## config.mk

```make
export PLATFORM = sky130hd
export DESIGN_NAME = ahb_write_master
export DESIGN_NICKNAME = d
export VERILOG_FILES = /design/src/rtl/ahb_write_master.sv
export SDC_FILE = /design/constraint.sdc
export NUM_CORES = 1
export LEC_CHECK = 0
export ABC_AREA = 0
export BUFFER_PORTS_ARGS = -buffer_cell sky130_fd_sc_hd__clkbuf_2
export CORE_MARGIN = 3
export CORE_UTILIZATION = 52
export DETAILED_ROUTE_END_ITERATION = 6
export PLACE_DENSITY = 0.84
export SLEW_MARGIN = 20
export SYNTH_ARGS = -nofsm -noshare
export SYNTH_HDL_FRONTEND = slang
export SYNTH_SLANG_ARGS = --single-unit
```

## constraint.sdc

```tcl
create_clock -name hclk -period 2.4 [get_ports hclk]
set_clock_uncertainty 0.05 [all_clocks]
set_input_delay 0.6 -clock hclk [delete_from_list [all_inputs] [get_ports hclk]]
set_output_delay 0.6 -clock hclk [all_outputs]
set_load 0.02 [all_outputs]
```

## src/rtl/ahb_write_master.sv

```systemverilog
// AHB-Lite single-transfer write initiator: command FIFO feeding pipelined NONSEQ writes.
// Optional `AHB_WM_ERR_ABORT_EN: drop the cancelled transfer and flush the queue on ERROR.
module ahb_write_master #(
    parameter int unsigned ADDR_W     = 2,
    parameter int unsigned DATA_W     = 8,
    parameter int unsigned FIFO_DEPTH = 4
) (
    input  logic              hclk,
    input  logic              hreset_n,
    input  logic              cmd_valid,
    output logic              cmd_ready,
    input  logic [ADDR_W-1:0] cmd_addr,
    input  logic [DATA_W-1:0] cmd_data,
    output logic              hsel,
    output logic [ADDR_W-1:0] haddr,
    output logic [1:0]        htrans,
    output logic              hwrite,
    output logic [DATA_W-1:0] hwdata,
    input  logic              hready,
    input  logic              hresp,
    output logic              busy,
    output logic              err,
    input  logic              err_clr
);

    localparam int unsigned PtrW = (FIFO_DEPTH > 1) ? $clog2(FIFO_DEPTH) : 1;
    localparam int unsigned CntW = PtrW + 1;
    localparam logic [CntW-1:0] Full = CntW'(FIFO_DEPTH);

    typedef struct packed {
        logic [ADDR_W-1:0] addr;
        logic [DATA_W-1:0] data;
    } cmd_t;

    cmd_t            mem_q [FIFO_DEPTH];
    logic [PtrW-1:0] wr_ptr_q, wr_ptr_d, rd_ptr_q, rd_ptr_d;
    logic [CntW-1:0] cnt_q, cnt_d;
    logic            a_valid_q, a_valid_d;
    cmd_t            a_q, a_d;
    logic            d_valid_q, d_valid_d;
    logic [DATA_W-1:0] hwdata_q, hwdata_d;
    logic            e1_q, e1_d;
    logic            err_q, err_d;

    logic fifo_empty, push, fifo_wr, pop, a_load, flush, nonseq;

    always_comb begin
        fifo_empty = (cnt_q == '0);
`ifdef AHB_WM_ERR_ABORT_EN
        cmd_ready = (cnt_q != Full) && !hresp && !e1_q;
        a_load    = hready && !e1_q;
        flush     = hready && e1_q;
`else
        cmd_ready = (cnt_q != Full);
        // A cancelled entry stays put through E2 so it is re-issued afterwards.
        a_load    = hready && !(e1_q && a_valid_q);
        flush     = 1'b0;
`endif
        push    = cmd_valid && cmd_ready;
        pop     = a_load && !fifo_empty;
        // An empty FIFO with A refilling lets the command bypass straight into A.
        fifo_wr = push && !(a_load && fifo_empty);
    end

    always_comb begin
        wr_ptr_d  = wr_ptr_q;
        rd_ptr_d  = rd_ptr_q;
        cnt_d     = cnt_q;
        a_valid_d = a_valid_q;
        a_d       = a_q;
        d_valid_d = d_valid_q;
        hwdata_d  = hwdata_q;
        e1_d      = e1_q;
        err_d     = err_q;

        if (fifo_wr) wr_ptr_d = wr_ptr_q + PtrW'(1);
        if (pop)     rd_ptr_d = rd_ptr_q + PtrW'(1);
        cnt_d = cnt_q + CntW'(fifo_wr) - CntW'(pop);

        if (flush) begin
            a_valid_d = 1'b0;
            cnt_d     = '0;
            wr_ptr_d  = '0;
            rd_ptr_d  = '0;
        end else if (a_load) begin
            a_valid_d = !fifo_empty || push;
            if (!fifo_empty) begin
                a_d = mem_q[rd_ptr_q];
            end else if (push) begin
                a_d = cmd_t'({cmd_addr, cmd_data});
            end
        end

        if (hready) begin
            if (e1_q) begin
                d_valid_d = 1'b0;
            end else begin
                d_valid_d = a_valid_q;
                if (a_valid_q) hwdata_d = a_q.data;
            end
        end

        e1_d = hready ? 1'b0 : (e1_q || hresp);

        if (hresp && hready) begin
            err_d = 1'b1;
        end else if (err_clr) begin
            err_d = 1'b0;
        end
    end

    always_ff @(posedge hclk or negedge hreset_n) begin
        if (!hreset_n) begin
            wr_ptr_q  <= '0;
            rd_ptr_q  <= '0;
            cnt_q     <= '0;
            a_valid_q <= 1'b0;
            a_q       <= '0;
            d_valid_q <= 1'b0;
            hwdata_q  <= '0;
            e1_q      <= 1'b0;
            err_q     <= 1'b0;
        end else begin
            wr_ptr_q  <= wr_ptr_d;
            rd_ptr_q  <= rd_ptr_d;
            cnt_q     <= cnt_d;
            a_valid_q <= a_valid_d;
            a_q       <= a_d;
            d_valid_q <= d_valid_d;
            hwdata_q  <= hwdata_d;
            e1_q      <= e1_d;
            err_q     <= err_d;
        end
    end

    always_ff @(posedge hclk) begin
        if (fifo_wr) mem_q[wr_ptr_q] <= cmd_t'({cmd_addr, cmd_data});
    end

    always_comb begin
        nonseq = a_valid_q && !e1_q;
        htrans = nonseq ? 2'b10 : 2'b00;
        hsel   = nonseq;
        hwrite = nonseq;
        haddr  = a_q.addr;
        hwdata = hwdata_q;
        busy   = !fifo_empty || a_valid_q || d_valid_q;
        err    = err_q;
    end

endmodule

```

# --- Word level (Yosys, flattened, before mapping) ---
# Memory sizes are Yosys's and may differ from the RTL's.
# Index checks and enable logic that the tools add are counted.
word_totals:
  output_inout_bits: 17
  ram_bits: 40
  memories: 1
  elab_cells: 47
  ff_bits: 29
  rom_bits: 0
  latchBits: 0
memory_table:
  columns: ["memory", "depth", "word_bits", "read_ports", "rd_clocked_by_memory_dff", "write_ports", "line", "source"]
  rows:
  - ["mem_q", 4, 10, 1, 0, 1, "35", "cmd_t mem_q [FIFO_DEPTH];"]
op_classes:
  n_mux: 9
  n_eq_ne: 2
  div: 0
  add_sub_neg: 4
  n_shift: 0
  order_cmp: 0
  bitwise_logic: 1
  multipliers: 0
  n_reduce_logical: 20
op_table:
  columns: ["op", "n"]
  rows:
  - ["10-bit 2-to-1 mux", 2]
  - ["1-bit logical AND", 8]
  - ["1-bit 2-to-1 mux", 6]
  - ["2-bit by 1-bit adder with 2-bit output (second input constant)", 2]
  - ["1-bit zero test", 4]
  - ["1-bit logical OR", 4]
  - ["3-bit by 1-bit adder with 3-bit output", 1]
  - ["3-bit zero test", 1]
  - ["3-bit != test (second input constant)", 1]
  - ["3-bit AND reduction", 1]
  - ["3-bit by 1-bit subtractor with 3-bit output", 1]
  - ["2-bit 2-to-1 mux", 1]
  - ["2-bit by 1-bit != test with 1-bit output (second input constant)", 1]
  - ["2-bit AND reduction", 1]
  - ["2-bit nonzero test", 1]
  - ["1-bit NOT", 1]

# --- Depth between registers and ports, before layout ---
# Gate-level depths: netlist of the first run.
depth:
  ltp_word: 8
  depth_mapped: 10

# --- Worst setup path before layout of the first run ---
# Ideal clock, no wire load.
synth_path:
  path_kind: "in2reg"
  startpoint: "input port hready"
  endpoint: "register cnt_q[2]"
  setup_ns: 0.125
  path_slack_ns: -0.029
  arrival_time_ns: 2.254
  required_ns: 2.225
  cell_stages: 10
  cell_sequence: "a21boi_2 o21a_1 nand2b_1 ha_1 inv_1 ha_1 inv_1 fa_1 xnor2_1 xnor2_1"
synth_via:
  elab_chain_cells: 6
  elab_cells_between_ends: 7
synth_rtl:
  columns: ["element", "line", "source"]
  rows:
  - ["from (decl)", "19", "input logic hready,"]
  - ["1-bit logical AND (*)", "56", "a_load = hready && !(e1_q && a_valid_q);"]
  - ["1-bit logical AND", "62", "fifo_wr = push && !(a_load && fifo_empty);"]
  - ["1-bit zero test", "62", null]
  - ["1-bit logical AND", "62", null]
  - ["3-bit by 1-bit adder with 3-bit output", "78", "cnt_d = cnt_q + CntW'(fifo_wr) - CntW'(pop);"]
  - ["3-bit by 1-bit subtractor with 3-bit output (*)", "78", null]
  - ["named net cnt_d[2]", "37", "logic [CntW-1:0] cnt_q, cnt_d;"]
  - ["to (signal assigned)", "126", "cnt_q <= cnt_d;"]
  - ["to (decl)", "37", null]
# The timed path passes the listed nets; every way through them passes the cells marked *.
# A chain may end at the register's enable or synchronous reset.

# --- Worst setup path in the final report of the first run ---
layout_path:
  startpoint: "register cnt_q[2]"
  endpoint: "register cnt_q[2]"
layout_via:
  elab_cells_between_ends: 10
layout_rtl:
  columns: ["element", "line", "source"]
  rows:
  - ["3-bit zero test", "48", "fifo_empty = (cnt_q == '0);"]
  - ["1-bit zero test", "60", "pop = a_load && !fifo_empty;"]
  - ["1-bit logical AND", "60", null]
  - ["named net pop", "45", "logic fifo_empty, push, fifo_wr, pop, a_load, flush, nonseq;"]
  - ["3-bit by 1-bit subtractor with 3-bit output", "78", null]
  - ["named net cnt_d[2]", "37", null]
# The timed path passes the listed nets, and every way through them passes these cells.

==> results.ini, run 1 <==
[global_routing]
grt_pass1_wl_microns = 8890
grt_overflow = 0
antenna_found_initial = 0
grt_pass1_vias = 1718
grt_max_degree = 30
gr-usage-all-layers = 0.192

[sta]
max_freq_mhz = 437
worst_pin_slew_ns = 0.714
slew_violations = 0
relSlewSlack = 0.524
setup-violations-final = 0
final.period_utilization = 0.953
finalSetupTns_ns = 0
rsz0062_at_grt = false
period_minus_slack_ns = 2.29
setup_slack_ns = 0.112
hold_viol_final = 0

[routing]
drtIter0Drc = 126
drc = 0
ant_nets = 0
routedWlPerCell_microns = 19.1
wirelength_microns = 5550
dr_total_vias = 1650
routed_via_density = 5.69
drt_first_pass_iters = 4

[critical_path]
crit_type = reg -> reg
regToRegSetupSlack_ns = 0.11
cp.arrival_ns = 2.46
crit_required_ns = 2.58
crit_path_start_kind = register
path_max_fanout = 3
endpoint_kind = register

[place]
placed_cell_area_sq_um = 3140
dp_hpwl_microns = 3660
place.gp.congestion = 0.820
dp_slack_ns = -0.0734
place.port_buffers = 31

[synthesis]
yosysSeqAreaShare = 0.675
synth_area_sq_um = 2850
ys_seq_elements = 69
postSynthNetCount = 194
synth_cells = 171
ys_types = 32
yosysWarnings = 0
avgSynthCellArea_sq_um = 16.7

[run]
cap_violations = 0

[clock_network]
numClockSinks = 69
clock_latency_ns = 0.34
htree_num_levels = 3
cts_buffers = 9
cts_buffer_depth = 2
clock-root-buffer = clkbuf_8
clk_pin_slew_worst_paths_ns = 0.07
tritoncts = built
postCtsSetupBuffers = 0

[min_path]
hp-class = in -> async

[cells_and_area]
utilization = 0.650
final_area_sq_um = 3380
nNetsFinal = 238
drive_gt1_frac = 0.386
n_antenna_cell = 0
area_growth_pct = 18.6

[power]
p_total_mw = 4.38
ir_drop_v = 0.000621
power_density_nw_per_um2 = 1300
leakage_nw = 1.36

[floorplan]
coreArea_sq_um = 5200
start_util = 0.548
dieArea_sq_um = 6410
fp.dieH_microns = 80.1
ios = 33
die_w_microns = 80.1
rows = 26

[status]
status = completed

[metal layers]
metal	vias to the layer above	global-route usage	wire length, microns
li1	736	-	-
met1	850	0.250	2270
met2	55	0.315	2930
met3	9	0.0336	238
met4	0	0.0861	113
met5	-	0	0
[kinds of logic after synthesis]
logic type	Yosys count	synth area share
DFF	69	0.675
AOI/OAI and AO/OA	31	0.0829
and+or+nand+nor	21	0.0425
buffers and inverters	20	0.0417
muxes	18	0.111
adders and majority gates	7	0.0333
xor gates and xnor gates	4	0.0123
other	1	0.00131
[where the power goes]
| group | total, mW | switching [mW] | leakage, nW | internal (mW) |
|---|---|---|---|---|
| logic | 1.47 | 0.739 | 0.540 | 0.730 |
| clock network | 1.07 | 0.437 | 0.124 | 0.634 |
| registers | 1.84 | 0.222 | 0.697 | 1.62 |
[flip-flops by register name, summed over array words and instances (netlist names)]
register / count
mem_q: 40
a_q: 8
hwdata: 8
cnt_q: 3
haddr: 2
rd_ptr_q: 2
wr_ptr_q: 2
a_valid_q: 1
d_valid_q: 1
e1_q: 1
err: 1
[critical path, stage by stage (launching register included)]
cell	delay, ns
dfrtp_1	0.39
or3_4	0.40
and2_1	0.19
ha_1	0.28
inv_1	0.05
ha_1	0.13
inv_1	0.05
fa_2	0.37
xnor2_2	0.15
xnor2_1	0.12
[cell type report]
type                       instances  area, sq um
clock inverter                     4         47.5
inverter                           8         30.0
fill                             371         1820
tap                               70         87.6
clock buffer                      12          188
multi-input combinational         82          830
sequential                        69         1930
timing repair buffer              45          273
[cell usage in the layout, fill, tap and decap left out, drive strengths merged]
cell     instances
or3              1
or4b             1
o21ai            5
conb             1
and3b            4
ha               6
mux4            10
edfxtp          40
o21a             2
nor2b            1
and2             1
bufinv           1
nor3             1
xor2             1
nand3            2
a21boi           1
clkinv           1
a2bb2oi         10
dfrtp           29
nor2             3
clkbuf          43
inv             10
xnor2            3
fa               1
o21bai           1
nand2            5
mux2             8
nand2b           2
o22ai           10
o211ai           2
buf             14
[final timing paths]
path / startpoint / endpoint / cells after the start
min in group hclk: err_clr / err / 2
max in group asynchronous: hreset_n / wr_ptr_q[0] / 1
min reg2reg: hwdata[2] / hwdata[2] / 1
min: hreset_n / haddr[1] / 1
max reg2reg: cnt_q[2] / cnt_q[2] / 9
max: cnt_q[2] / cnt_q[2] / 9
[cell usage after synthesis]
cell type  number  area share
a21boi_2        1      0.0039
a2bb2oi_1      10       0.031
and2_1          1      0.0022
and3b_1         4       0.012
buf_2           2      0.0035
buf_4           5       0.013
buf_6           3       0.012
clkbuf_1        2      0.0026
conb_1          1      0.0013
dfrtp_1        29        0.25
edfxtp_1       40        0.42
fa_1            1      0.0070
ha_1            6       0.026
inv_1           8       0.011
mux2_2          8       0.032
mux4_2         10       0.079
nand2_1         5      0.0066
nand2b_1        2      0.0044
nand3_1         2      0.0035
nor2_1          3      0.0039
nor2b_1         1      0.0022
nor3_1          1      0.0018
o211ai_1        2      0.0053
o21a_1          2      0.0053
o21ai_0         5      0.0088
o21bai_1        1      0.0026
o22ai_1         8       0.018
o22ai_2         2      0.0088
or3_1           1      0.0022
or4b_1          1      0.0035
xnor2_1         3      0.0092
xor2_1          1      0.0031
[per-stage QoR]
stage / hold slack (ns) / std cells
floorplan: 0.254 / 171
global placement: 0.438 / 274
detailed placement: 0.452 / 274
CTS: 0.268 / 290
global route: 0.308 / 290
finish: 0.252 / 290
[repair_timing]
action / CTS / global route
gates resized for setup: 0 / 1
hold buffers: 0 / 0
endpoints found under the setup margin: 0 / 1
Power figures use the tool's default switching activity.
==> inputs of run 2 (changes only) <==
- GPL_ROUTABILITY_DRIVEN: default -> 0
- REMOVE_ABC_BUFFERS: default -> 1
==> results.ini, run 2 (same netlist as run 1, synthesis figures left out) <==
[status]
status = completed

[power]
p_int_mw = 2.82  ; -5.4%
p_total_mw = 4.20  ; -4.1%
swShare = 0.328  ; +0.00873
p_switching_mw = 1.38  ; -1.5%
power_density_nw_per_um2 = 1270  ; -2.3%
seq_power_share = 0.446  ; +0.026
ir_drop_v = 0.000702  ; +13%
leakage_nw = 1.32  ; -3.0%
combPwrFrac = 0.330  ; -0.005
clkPwrFrac = 0.224  ; -0.020

[sta]
slew_violations = 0  ; unchanged
setup-violations-final = 0  ; unchanged
hold_viol_final = 0  ; unchanged
final.period_utilization = 0.936  ; -0.0171
setup_slack_ns = 0.153  ; +0.0410 ns
max_freq_mhz = 445  ; +1.8%
period_minus_slack_ns = 2.25  ; -0.0410 ns
finalSetupTns_ns = 0  ; unchanged
relSlewSlack = 0.512  ; -0.0123
whs_ns = 0.246  ; -0.00615 ns
rsz0062_at_grt = false
worst_pin_slew_ns = 0.732  ; +0.0185 ns

[floorplan]
fp.dieH_microns = 80.1  ; unchanged
ios = 33  ; unchanged
dieArea_sq_um = 6410  ; unchanged
die_w_microns = 80.1  ; unchanged
coreArea_sq_um = 5200  ; unchanged
rows = 26  ; unchanged
start_util = 0.548  ; unchanged

[critical_path]
regToRegEndpoint = cnt_q[2]
endpoint_kind = register
worstReg2RegStart = cnt_q[0]
path_cells = or3_4 > and2_1 > ha_1 > inv_1 > ha_1 > inv_1 > fa_2 > xnor2_2 > xnor2_1
path_max_fanout = 5  ; +2
cp.arrival_ns = 2.43  ; -0.03 ns
crit_required_ns = 2.58  ; about the same
worst_path_largest_cell_delay_ns = 0.43  ; +0.03 ns
critPathSlowestCell = dfrtp_2
crit_path_start_kind = register
regToRegSetupSlack_ns = 0.15  ; +0.04 ns
crit_type = reg -> reg
ff2ff_path_depth = 9  ; unchanged

[routing]
routed_via_density = 5.64  ; -0.95%
routedWlPerCell_microns = 18.8  ; -1.9%
drtIter0Drc = 115  ; -8.7%
ant_nets = 0  ; unchanged
drt_first_pass_iters = 4  ; unchanged
wirelength_microns = 5410  ; -2.5%
drc = 0  ; unchanged
dr_total_vias = 1623  ; -1.6%

[place]
dp_slack_ns = -0.0977  ; -0.0243 ns
dp_hpwl_microns = 3520  ; -3.9%
dp.cells = 271  ; -1.1%
place.port_buffers = 31  ; unchanged

[cells_and_area]
layout_common_cells = 40 x edfxtp_1, 31 x clkbuf_2, 28 x dfrtp_1
largest_reg_flops = 40  ; unchanged
final_cells = 288  ; -0.69%
drive_gt1_frac = 0.385  ; -0.00104
area_growth_pct = 16.3
n_antenna_cell = 0  ; unchanged
nNetsFinal = 236  ; -0.84%
final_common_cell = edfxtp_1
regMostFlops = mem_q

[global_routing]
grt_max_degree = 30  ; unchanged
gr-usage-all-layers = 0.190  ; -0.00191
grt_pass1_vias = 1761  ; +2.5%
grt_overflow = 0  ; unchanged
antenna_found_initial = 0  ; unchanged
grt_pass1_wl_microns = 8750  ; -1.6%

[run]
cap_violations = 0  ; unchanged

[clock_network]
cts_buffers = 9  ; unchanged
tritoncts = built
cts_buffer_depth = 2  ; unchanged
numClockSinks = 69  ; unchanged
clock_latency_ns = 0.35  ; about the same
clk_pin_slew_worst_paths_ns = 0.08  ; about the same
holdBufCountCts = 0  ; unchanged
htree_num_levels = 3  ; unchanged
clock-root-buffer = clkbuf_8

[min_path]
hp-class = in -> async

==> run 2: cell count changes in the layout (fill, tap and decap cells not counted) <==
cell / before / now
a21boi_2: 0 / 1
a21boi_4: 1 / 0
buf_12: 1 / 0
buf_4: 13 / 12
bufinv_16: 1 / 0
clkbuf_1: 0 / 1
clkbuf_8: 10 / 9
clkinvlp_4: 0 / 1
dfrtp_1: 29 / 28
dfrtp_2: 0 / 1
nor2_1: 3 / 2
nor2_2: 0 / 1
==> run 2: power groups by stage <==
stage,clock network [mW],logic (mW),registers [mW]
3_3_place_gp,0,1.30,1.88
3_5_place_dp,0,1.35,1.90
4_1_cts,0.954,1.36,1.88
2_1_floorplan,0,0.795,1.95
6_report,0.943,1.39,1.87
5_1_grt,1.01,1.51,1.92
==> run 2: worst max path at each step <==
stage                        start        to  slack [ns]  depth (start not counted)
after CTS                 cnt_q[0]  cnt_q[2]        0.08                          9
after global placement      hready  cnt_q[2]       -0.07                         11
final                     cnt_q[0]  cnt_q[2]        0.15                          9
after global routing      cnt_q[2]  cnt_q[2]        0.07                          9
after detailed placement    hready  cnt_q[2]        -0.1                         11
after floorplan             hready  cnt_q[2]       -0.19                         10
==> run 2: layout make-up <==
type / count / area (sq um)
sequential: 69 / 1930
fill: 373 / 1890
multi-input combinational: 82 / 825
timing repair buffer: 43 / 245
clock buffer: 12 / 178
tap: 70 / 87.6
inverter: 8 / 30.0
clock inverter: 4 / 25.0
==> run 2: layer usage <==
metal | track usage | vias to the layer above | wire, microns
met4 | 0.0946 | 0 | 117
li1 | - | 727 | -
met3 | 0.0572 | 11 | 271
met1 | 0.239 | 840 | 2210
met2 | 0.300 | 45 | 2810
met5 | 0 | - | 0
==> run 2: repair_timing <==
item	CTS	global route
buffers inserted	0	1
endpoints found under the setup margin	0	1
endpoints found under the hold margin	0	0
gates resized for setup	0	5
==> run 2: critical path: cells and delay by family, from the launching register on <==
family        cells  cell delay [ns]
fa+ha+maj         3             0.74
buf+inv           2             0.11
xor+xnor          2             0.26
simple gates      2             0.54
flops             1             0.43
==> run 2: metrics by stage <==
step	utilization	area [sq um]
after global routing	0.638	3320
after floorplan	-	2760
after detailed placement	0.594	3090
after global placement	0.594	3090
final	0.638	3320
after CTS	0.632	3290
